[src/rtl/sec_fir_pkg.sv]
`default_nettype none
// ============================================================================
//  Module      : sec_fir_pkg
//  Description : Shared definitions for the sequential (single-MAC) FIR
//                filter: sequencer state encoding, a constant clog2 helper
//                and the default ROM/MAC pipeline latencies used by both the
//                sequencer and the filter top.
//  Revision    : 1.0 - initial release
// ============================================================================
package sec_fir_pkg;

    // Sequencer states. The sequencer mirrors these as localparam constants
    // so the encoding stays fixed for downstream tools reading the netlist.
    typedef enum logic [1:0] {
        ST_IDLE  = 2'd0,
        ST_RUN   = 2'd1,
        ST_DRAIN = 2'd2,
        ST_DONE  = 2'd3
    } sec_fir_state_e;

    // Default pipeline latencies shared with the filter top.
    localparam int c_DEF_ROM_LAT = 1;
    localparam int c_DEF_MAC_LAT = 1;

    // Ceiling log2 with a floor of 1 bit, so a counter that only ever
    // needs the value 0 still gets a legal width.
    function automatic int sec_fir_clog2(input int value);
        int r;
        r = 0;
        while ((1 << r) < value) begin
            r = r + 1;
        end
        return (r < 1) ? 1 : r;
    endfunction

endpackage : sec_fir_pkg
`default_nettype wire

[src/rtl/sec_fir_valid_pipe.sv]
`default_nettype none
// ============================================================================
//  Module      : sec_fir_valid_pipe
//  Description : DEPTH-stage shift register carrying the {valid, first} tap
//                flags from the address issue point to the MAC input, so the
//                accumulate enable lines up with the coefficient and sample
//                read out of the ROM / register mux.
//  Ports       : clk        - clock, rising edge
//                rst        - asynchronous, active-low reset
//                valid_in   - a tap address is being issued this cycle
//                first_in   - the issued address is tap 0
//                valid_out  - valid_in delayed DEPTH cycles (MAC enable)
//                first_out  - first_in delayed DEPTH cycles (MAC load)
//  Revision    : 1.0 - initial release
// ============================================================================
module sec_fir_valid_pipe #(
    parameter int DEPTH = 1
) (
    input  logic clk,
    input  logic rst,
    input  logic valid_in,
    input  logic first_in,
    output logic valid_out,
    output logic first_out
);

    logic [DEPTH-1:0] r_valid;
    logic [DEPTH-1:0] r_first;

    generate
        if (DEPTH == 1) begin : g_single
            always_ff @(posedge clk or negedge rst) begin
                if (!rst) begin
                    r_valid <= '0;
                    r_first <= '0;
                end else begin
                    r_valid <= valid_in;
                    r_first <= first_in;
                end
            end
        end else begin : g_multi
            always_ff @(posedge clk or negedge rst) begin
                if (!rst) begin
                    r_valid <= '0;
                    r_first <= '0;
                end else begin
                    r_valid <= {r_valid[DEPTH-2:0], valid_in};
                    r_first <= {r_first[DEPTH-2:0], first_in};
                end
            end
        end
    endgenerate

    assign valid_out = r_valid[DEPTH-1];
    assign first_out = r_first[DEPTH-1];

endmodule : sec_fir_valid_pipe
`default_nettype wire

[src/rtl/sec_fir_sequencer.sv]
`default_nettype none
// ============================================================================
//  Module      : sec_fir_sequencer
//  Description : Control sequencer for the single-MAC FIR filter. Accepts one
//                sample per val_in strobe, shifts the delay line, walks the
//                tap address through 0..Num_coef-1, drives MAC clear/enable
//                aligned to the ROM pipeline and pulses val_out once dout
//                holds the finished sum.
//  Ports       : clk      - clock, rising edge
//                rst      - asynchronous, active-low reset
//                val_in   - input sample valid strobe
//                addr     - tap index to ROM and register mux
//                ce_reg   - delay-line shift enable (same cycle as accept)
//                ce_acc   - MAC accumulate enable
//                rst_acc  - with ce_acc, load product instead of add
//                busy     - sample in flight, val_in ignored
//                val_out  - one-cycle pulse, filter result valid
//                overrun  - sticky dropped-sample flag (optional)
//  Config      : SEC_FIR_OVERRUN_EN - when defined, adds the overrun port and
//                its sticky flag; otherwise dropped samples are silent.
//  Revision    : 1.0 - initial release
// ============================================================================
module sec_fir_sequencer
    import sec_fir_pkg::*;
#(
    parameter int Num_coef = 17,
    parameter int ROM_LAT  = c_DEF_ROM_LAT,
    parameter int MAC_LAT  = c_DEF_MAC_LAT,
    localparam int AW      = sec_fir_clog2(Num_coef)
) (
    input  logic          clk,
    input  logic          rst,
    input  logic          val_in,
    output logic [AW-1:0] addr,
    output logic          ce_reg,
    output logic          ce_acc,
    output logic          rst_acc,
    output logic          busy,
    output logic          val_out
`ifdef SEC_FIR_OVERRUN_EN
    ,
    output logic          overrun
`endif
);

    localparam logic [1:0] c_ST_IDLE  = ST_IDLE;
    localparam logic [1:0] c_ST_RUN   = ST_RUN;
    localparam logic [1:0] c_ST_DRAIN = ST_DRAIN;
    localparam logic [1:0] c_ST_DONE  = ST_DONE;

    // After the last address issue, the final product needs ROM_LAT cycles
    // to reach the MAC and MAC_LAT more to land in dout; DONE itself covers
    // the last of those cycles, so DRAIN is one shorter.
    localparam int              c_DRAIN_LEN  = ROM_LAT + MAC_LAT - 1;
    localparam int              c_DW         = sec_fir_clog2(c_DRAIN_LEN);
    localparam logic [AW-1:0]   c_LAST_TAP   = AW'(Num_coef - 1);
    localparam logic [c_DW-1:0] c_DRAIN_LAST = c_DW'(c_DRAIN_LEN - 1);

    logic [1:0]      r_state;
    logic [AW-1:0]   r_tap;
    logic [c_DW-1:0] r_drain;

    logic w_accept;
    logic w_busy;
    logic w_issue;
    logic w_first;

    // A sample is taken only when the previous one is finished (IDLE) or is
    // presenting its result this cycle (DONE), which allows back-to-back
    // operation without a bubble.
    assign w_accept = val_in & ((r_state == c_ST_IDLE) | (r_state == c_ST_DONE));
    assign w_busy   = (r_state == c_ST_RUN) | (r_state == c_ST_DRAIN);
    assign w_issue  = (r_state == c_ST_RUN);
    assign w_first  = w_issue & (r_tap == '0);

    always_ff @(posedge clk or negedge rst) begin
        if (!rst) begin
            r_state <= c_ST_IDLE;
            r_tap   <= '0;
            r_drain <= '0;
        end else begin
            case (r_state)
                c_ST_IDLE: begin
                    if (w_accept) begin
                        r_state <= c_ST_RUN;
                    end
                end
                c_ST_RUN: begin
                    // Tap counter never wraps: it stops at the last tap and
                    // is explicitly reloaded for the next sample.
                    if (r_tap == c_LAST_TAP) begin
                        r_tap   <= '0;
                        r_state <= c_ST_DRAIN;
                    end else begin
                        r_tap <= r_tap + AW'(1);
                    end
                end
                c_ST_DRAIN: begin
                    if (r_drain == c_DRAIN_LAST) begin
                        r_drain <= '0;
                        r_state <= c_ST_DONE;
                    end else begin
                        r_drain <= r_drain + c_DW'(1);
                    end
                end
                c_ST_DONE: begin
                    r_state <= w_accept ? c_ST_RUN : c_ST_IDLE;
                end
                default: begin
                    r_state <= c_ST_IDLE;
                    r_tap   <= '0;
                    r_drain <= '0;
                end
            endcase
        end
    end

    sec_fir_valid_pipe #(
        .DEPTH     (ROM_LAT)
    ) u_valid_pipe (
        .clk       (clk),
        .rst       (rst),
        .valid_in  (w_issue),
        .first_in  (w_first),
        .valid_out (ce_acc),
        .first_out (rst_acc)
    );

    assign addr    = w_issue ? r_tap : '0;
    assign ce_reg  = w_accept;
    assign busy    = w_busy;
    assign val_out = (r_state == c_ST_DONE);

`ifdef SEC_FIR_OVERRUN_EN
    logic r_overrun;

    always_ff @(posedge clk or negedge rst) begin
        if (!rst) begin
            r_overrun <= 1'b0;
        end else if (val_in & w_busy) begin
            r_overrun <= 1'b1;
        end
    end

    assign overrun = r_overrun;
`endif

endmodule : sec_fir_sequencer
`default_nettype wire

[config.mk]
export PLATFORM = sky130hd
export DESIGN_NAME = sec_fir_sequencer
export DESIGN_NICKNAME = d
export VERILOG_FILES = /design/src/rtl/sec_fir_pkg.sv /design/src/rtl/sec_fir_valid_pipe.sv /design/src/rtl/sec_fir_sequencer.sv
export SDC_FILE = /design/constraint.sdc
export NUM_CORES = 1
export LEC_CHECK = 0
export CORE_MARGIN = 2
export CORE_UTILIZATION = 41
export DETAILED_ROUTE_END_ITERATION = 8
export GPL_TIMING_DRIVEN = 0
export PLACE_DENSITY_LB_ADDON = 0.12
export SYNTH_ARGS = -nofsm -noshare
export SYNTH_HDL_FRONTEND = slang
export SYNTH_SLANG_ARGS = --single-unit
[constraint.sdc]
create_clock -name clk -period 1.3 [get_ports clk]
set_input_delay 0.26 -clock clk [delete_from_list [all_inputs] [get_ports clk]]
set_output_delay 0.26 -clock clk [all_outputs]
set_load 0.01 [all_outputs]
==> impl_metrics.ini, run 1 <==
[logic_synthesis]
yosysWarnings = 0
yosysTopAreaCell = dfrtp_1
netlist_area_um2 = 538
ys_ff_latch = 9
yosysTopAreaCellShare_pct = 41.9
syn_nets = 59
synth_area_leaders = dfrtp_1 42%, ha_1 12%, nand4bb_4 5.1%
syn_area_per_cell_um2 = 10.5
seq_area_frac_synth_pct = 41.9
synth.distinct_cells = 23
syn_inst = 51

[worst_setup_path]
cp.required_ps = 1040
critPathTopFamily = flip-flops
arrival_ps = 1360
start_kind = flop
worst_path_max_delay_cell = dfrtp_2
critical-path-max-stage-delay_ps = 430
worst-path-buf-inv = 3
worstPathCellList = buf_12, ha_4, buf_6, and2_4, buf_6
crit_type = flop to output pin
path_max_fanout = 3
end_kind = output pin
critPathMostFrequentCell = buf_6

[detailed_routing]
drtIter0Drc = 7
wl_per_cell_um = 16.3
ant_nets = 0
dr.pass1.iters = 2
wl_mm = 1.57
vias = 500
routed_via_density = 5.21
drc = 0

[final_layout]
nets = 90
final_area_um2 = 967
drive_above_1_share_pct = 61.7
antennaDiodeCount = 0
fill_cells = 83
fin_cells = 96
syn2layout_area_growth_pct = 79.8

[pwr]
p_leak_nw = 0.465
peakVddDrop_mv = 1.72
power_density_mw_per_mm2 = 2820
net-switching-power_mw = 1.07
combPwrFrac_pct = 70.5
swShare_pct = 39.2
p_int_mw = 1.66
p_seq_share_pct = 21.4
clock_power_share_pct = 8.2

[floorplanning]
fp.dieW_um = 40.2
rows = 13
ios = 13
die_area_mm2 = 0.00162
core_mm2 = 0.00127
initial_core_util_pct = 42.4
die_y_um = 40.2

[global_route]
grt_start_max_net_pins = 10
overflow = 0
grt_pass1_vias = 460
antenna_found_initial = 0
grt_pass1_wl_mm = 2.08
track_usage_pct = 20.7

[sta]
final_max_slew_viol_count = 0
hold_viol = 0
worst_slack_ps = -323
skew_ps = 0.963
fin_crit_ps = 1620
max_freq_mhz = 616
worstMarginPinSlew_ps = 415
period_share_pct = 125
maxSlewHeadroom_pct = 72.2
rsz0062_at_grt = true
setup_viol = 11

[clock_network]
cts_sinks = 9
clockBufferDepth = 2
cts_tree = built
clkTransAtPathRegs_ps = 60
clock_latency_ps = 260
htree_num_levels = 1
cts_buffers = 3
cts-root-buf = clkbuf_4

[flow_run]
max_cap_violations = 0

[placement]
placedCellCount = 78
io_buffers = 12
place_hpwl_um = 747
place_congestion = 0.668
place_area_um2 = 686

[status]
violations = negative setup slack
status = finished, violations left

[worst_hold_path]
hold_path.class = primary input to asynchronous set/reset pin
power by group through the flow:
stage	combinational [mW]	clock, mW	sequential [mW]
4_1_cts	1.46	0.229	0.572
3_5_place_dp	1.05	0	0.556
5_1_grt	2.04	0.239	0.594
2_1_floorplan	0.683	0	0.531
3_3_place_gp	1.03	0	0.557
6_report	1.92	0.223	0.582
layout make-up:
class / count / area [um^2] / area share, %
plain buffers: 1 / 15.0 / 1.55
clock buffers: 4 / 26.3 / 2.72
inverters: 7 / 28.8 / 2.98
multi-input cells: 34 / 395 / 40.9
flip-flops and latches: 9 / 226 / 23.4
well taps: 15 / 18.8 / 1.94
repair buffers: 26 / 256 / 26.5
synthesized netlist by cell type:
master and count:
or2b_2 1, a21oi_1 4, ha_1 5, clkbuf_1 1, nand4bb_4 1, xnor2_1 1
nor3b_1 1, a311oi_1 1, nor2b_1 1, and3b_1 1, o21ai_0 1, a21o_1 1
inv_1 7, o211a_1 1, and2_2 1, nand3_1 2, a41o_2 1, a41oi_1 1
a221o_1 1, nand2_1 3, dfrtp_1 9, and2_1 4, a2bb2oi_1 2
stage by stage:
stage               total power [mW]  TNS [ps]  utilization, %  setup WS [ps]  hold WS [ps]
finish                          2.73     -2480            76.2           -323           294
global route                    2.87     -2800            76.2           -345           334
CTS                             2.26     -2550            66.6           -344           302
detailed placement              1.61     -4380            54.0           -674           567
global placement                1.59     -4280            54.0           -675           557
floorplan                       1.21     -91.2               -          -20.5         -35.6
final timing paths:
kind / start / slack (ps) / endpoint / cells past startpoint
worst max-delay path: r_state[0]$_DFFE_PN0P_ / -320 / addr[0] / 5
worst max register to register: r_state[0]$_DFFE_PN0P_ / -190 / r_state[0]$_DFFE_PN0P_ / 6
worst min register to register: r_tap[0]$_DFFE_PN0P_ / 570 / r_tap[0]$_DFFE_PN0P_ / 2
min in group clk: r_tap[0]$_DFFE_PN0P_ / 570 / r_tap[0]$_DFFE_PN0P_ / 2
max in group asynchronous: rst / 690 / r_state[0]$_DFFE_PN0P_ / 1
worst min-delay path: rst / 290 / r_tap[3]$_DFFE_PN0P_ / 1
what timing repair did:
action | CTS | global route
resized for setup | 55 | 19
pin swaps | 3 | 1
hold buffers | 0 | 0
setup endpoints to repair | 16 | 15
buffers inserted | 10 | 4
cloned | 0 | 0
cells by family (layout without fill, tap and decap cells):
group | after synthesis | after routing | synth area share [%]
AOI/OAI and AO/OA | 13 | 13 | 18.4
xor gates and xnor gates | 1 | 1 | 1.63
adders and majority gates | 5 | 5 | 11.6
buffers and inverters | 8 | 38 | 5.58
DFF | 9 | 9 | 41.9
and+or+nand+nor | 15 | 15 | 20.9
metal layers:
metal	global-route usage (%)	routed length, um	vias to the layer above
met1	23.5	641	239
met4	15.0	52	0
met5	0	0	-
met3	7.22	61	6
li1	-	-	240
met2	31.9	813	15
cell usage in the layout, fill, tap and decap left out, drive strengths merged, types with 2 or more instances in the layout:
cell,netlist,layout
buf,0,23
clkdlybuf4s50,0,2
ha,5,5
nand2,3,3
nand3,2,2
and2,5,5
a21oi,4,4
inv,7,7
clkbuf,1,4
a2bb2oi,2,2
dlygate4sd2,0,2
dfrtp,9,9
worst register-to-register path, delay by kind of cell, from the launching register on:
family | cells | cell delay (ps)
flops | 1 | 430
compound gates | 2 | 410
buf+inv | 3 | 380
fa+ha+maj | 1 | 160
flip-flops by register name (all words and copies together), names as in the netlist:
register,flops
r_tap,5
r_state,2
u_valid_pipe.first_out,1
u_valid_pipe.valid_out,1
(Power assumes the default switching activity.)
==> inputs of run 2 (changes only) <==
- CTS_BUF_LIST: unset -> sky130_fd_sc_hd__clkbuf_4 sky130_fd_sc_hd__clkbuf_8 sky130_fd_sc_hd__clkbuf_16
==> run 2 against run 1 <==
The flow still finishes with violations (negative setup slack). Global-route usage grew 0.12 points. Register-to-register slack hardly changed. Worst setup slack worse by 18 ps. Final area increased by 0.39%. Combinational power is essentially flat. Clock power rose by 11%. Maximum frequency fell by 1.1%. Core utilization rose by 0.30 points. Critical path depth unchanged. Non-clock buffer count is the same. Critical endpoint is now ce_reg. Largest cell class unchanged. Largest power group unchanged. Highest routed layer unchanged.
==> impl_metrics.ini, run 2 (synthesized netlist as in run 1, its figures left out) <==
[status]
status = finished, violations left
violations = negative setup slack

[worst_setup_path]
r2r_start = r_state[0]$_DFFE_PN0P_
worst_path_max_delay_cell = dfrtp_2
path_max_fanout = 3
critPathTopFamily = flip-flops
start_kind = flop
worst-r2r-setup-slack_ps = -190
worst-path-buf-inv = 3
critical-path-max-stage-delay_ps = 430
r2r_cells = 6
arrival_ps = 1380
r2r_end = r_state[0]$_DFFE_PN0P_
worstPathCellList = buf_4, inv_4, ha_4, nor2b_4, buf_6
crit_type = flop to output pin
end_kind = output pin
cp.required_ps = 1040

[worst_hold_path]
hold_path.class = primary input to asynchronous set/reset pin

[clock_network]
cts_buffers = 3
ctsHoldBuffers = 0
cts_sinks = 9
cts-root-buf = clkbuf_4
cts_tree = built
clockBufferDepth = 2
clkTransAtPathRegs_ps = 60
htree_num_levels = 1
clock_latency_ps = 270

[floorplanning]
die_y_um = 40.2
fp.dieW_um = 40.2
initial_core_util_pct = 42.4
core_mm2 = 0.00127
ios = 13
rows = 13
die_area_mm2 = 0.00162

[sta]
worst_slack_ps = -342
worstMarginPinSlew_ps = 449
final_max_slew_viol_count = 0
max_freq_mhz = 609
rsz0062_at_grt = true
maxSlewHeadroom_pct = 70.0
skew_ps = 2.59
period_share_pct = 126
setup_viol = 11
fin_crit_ps = 1640
hold_viol = 0

[final_layout]
largest_reg_flops = 5
final_area_um2 = 971
antennaDiodeCount = 0
mostFrequentLayoutCell = buf_6
nets = 90
reg.largest.list = r_tap (5), r_state (2)
fin_cells = 96
drive_above_1_share_pct = 63.0
final_core_util_pct = 76.5
syn2layout_area_growth_pct = 80.5
top_register = r_tap
layout_common_cells = 11 x buf_6, 10 x buf_4, 8 x dfrtp_1, 5 x and2_4

[pwr]
power.total_mw = 2.76
power_density_mw_per_mm2 = 2840
peakVddDrop_mv = 1.99
p_leak_nw = 0.469

[detailed_routing]
wl_met3_um = 83
dr.pass1.iters = 4
m1WireLength_um = 656
drtIter0Drc = 14
highest_layer = met4
wl_mm = 1.64
wl_met2_um = 837
ant_nets = 0
wl_per_cell_um = 17.1
drc = 0
routed_via_density = 5.43
vias = 521

[global_route]
track_usage_pct = 20.8
grt_start_max_net_pins = 10
overflow = 0
grt_pass1_vias = 460
antenna_found_initial = 0
grt_pass1_wl_mm = 2.09

[flow_run]
max_cap_violations = 0

[placement]
place_congestion = 0.668
io_buffers = 12
place_hpwl_um = 747
place_area_um2 = 686
placedCellCount = 78
[run 2: changes by cell type in the layout (fill, tap and decap cells not counted)]
cell	change
clkbuf_1	-1
clkbuf_4	+1
[run 2: final cells by class]
cell class	count	area (um^2)
plain buffers	1	15.0
clock buffers	4	30.0
fillers	79	298
inverters	7	28.8
multi-input cells	34	395
flip-flops and latches	9	226
well taps	15	18.8
repair buffers	26	256
[run 2: worst max-delay path by stage]
stage	from	end	slack, ps	depth (start not counted)
final	r_state[0]$_DFFE_PN0P_	ce_reg	-340	5
after global routing	r_state[0]$_DFFE_PN0P_	ce_reg	-370	5
after CTS	r_state[0]$_DFFE_PN0P_	addr[1]	-340	5
after detailed placement	r_state[1]$_DFFE_PN0P_	addr[3]	-670	5
after global placement	r_state[1]$_DFFE_PN0P_	addr[3]	-670	5
after floorplan	r_state[0]$_DFFE_PN0P_	r_state[0]$_DFFE_PN0P_	-20	5
[run 2: timing repair]
item	4_1_cts	5_1_grt
gates resized for setup	55	19
setup buffers	10	4
setup endpoints to repair	16	15
pin swaps	3	1
[run 2: per-layer routing]
layer | up-vias | track usage (%)
li1 | 237 | -
met5 | - | 0
met3 | 8 | 7.22
met1 | 258 | 23.9
met4 | 0 | 15.0
met2 | 18 | 31.9
[run 2: metrics by stage]
| step | worst slack [ps] | TNS, ps | hold slack, ps |
|---|---|---|---|
| floorplan | -20.5 | -91.2 | -35.6 |
| global placement | -675 | -4280 | 557 |
| detailed placement | -674 | -4380 | 567 |
| CTS | -344 | -2550 | 302 |
| global route | -366 | -2920 | 331 |
| finish | -342 | -2490 | 304 |
[run 2: power by group]
| part | internal (mW) | switching [mW] | total, mW |
|---|---|---|---|
| registers | 0.410 | 0.176 | 0.586 |
| clock network | 0.140 | 0.107 | 0.247 |
| logic | 1.13 | 0.800 | 1.93 |
==> inputs of run 3 (changes only) <==
- CAP_MARGIN: unset -> 20
==> results of run 3 <==
Final layout, timing and power as in run 2 (identical DEF).
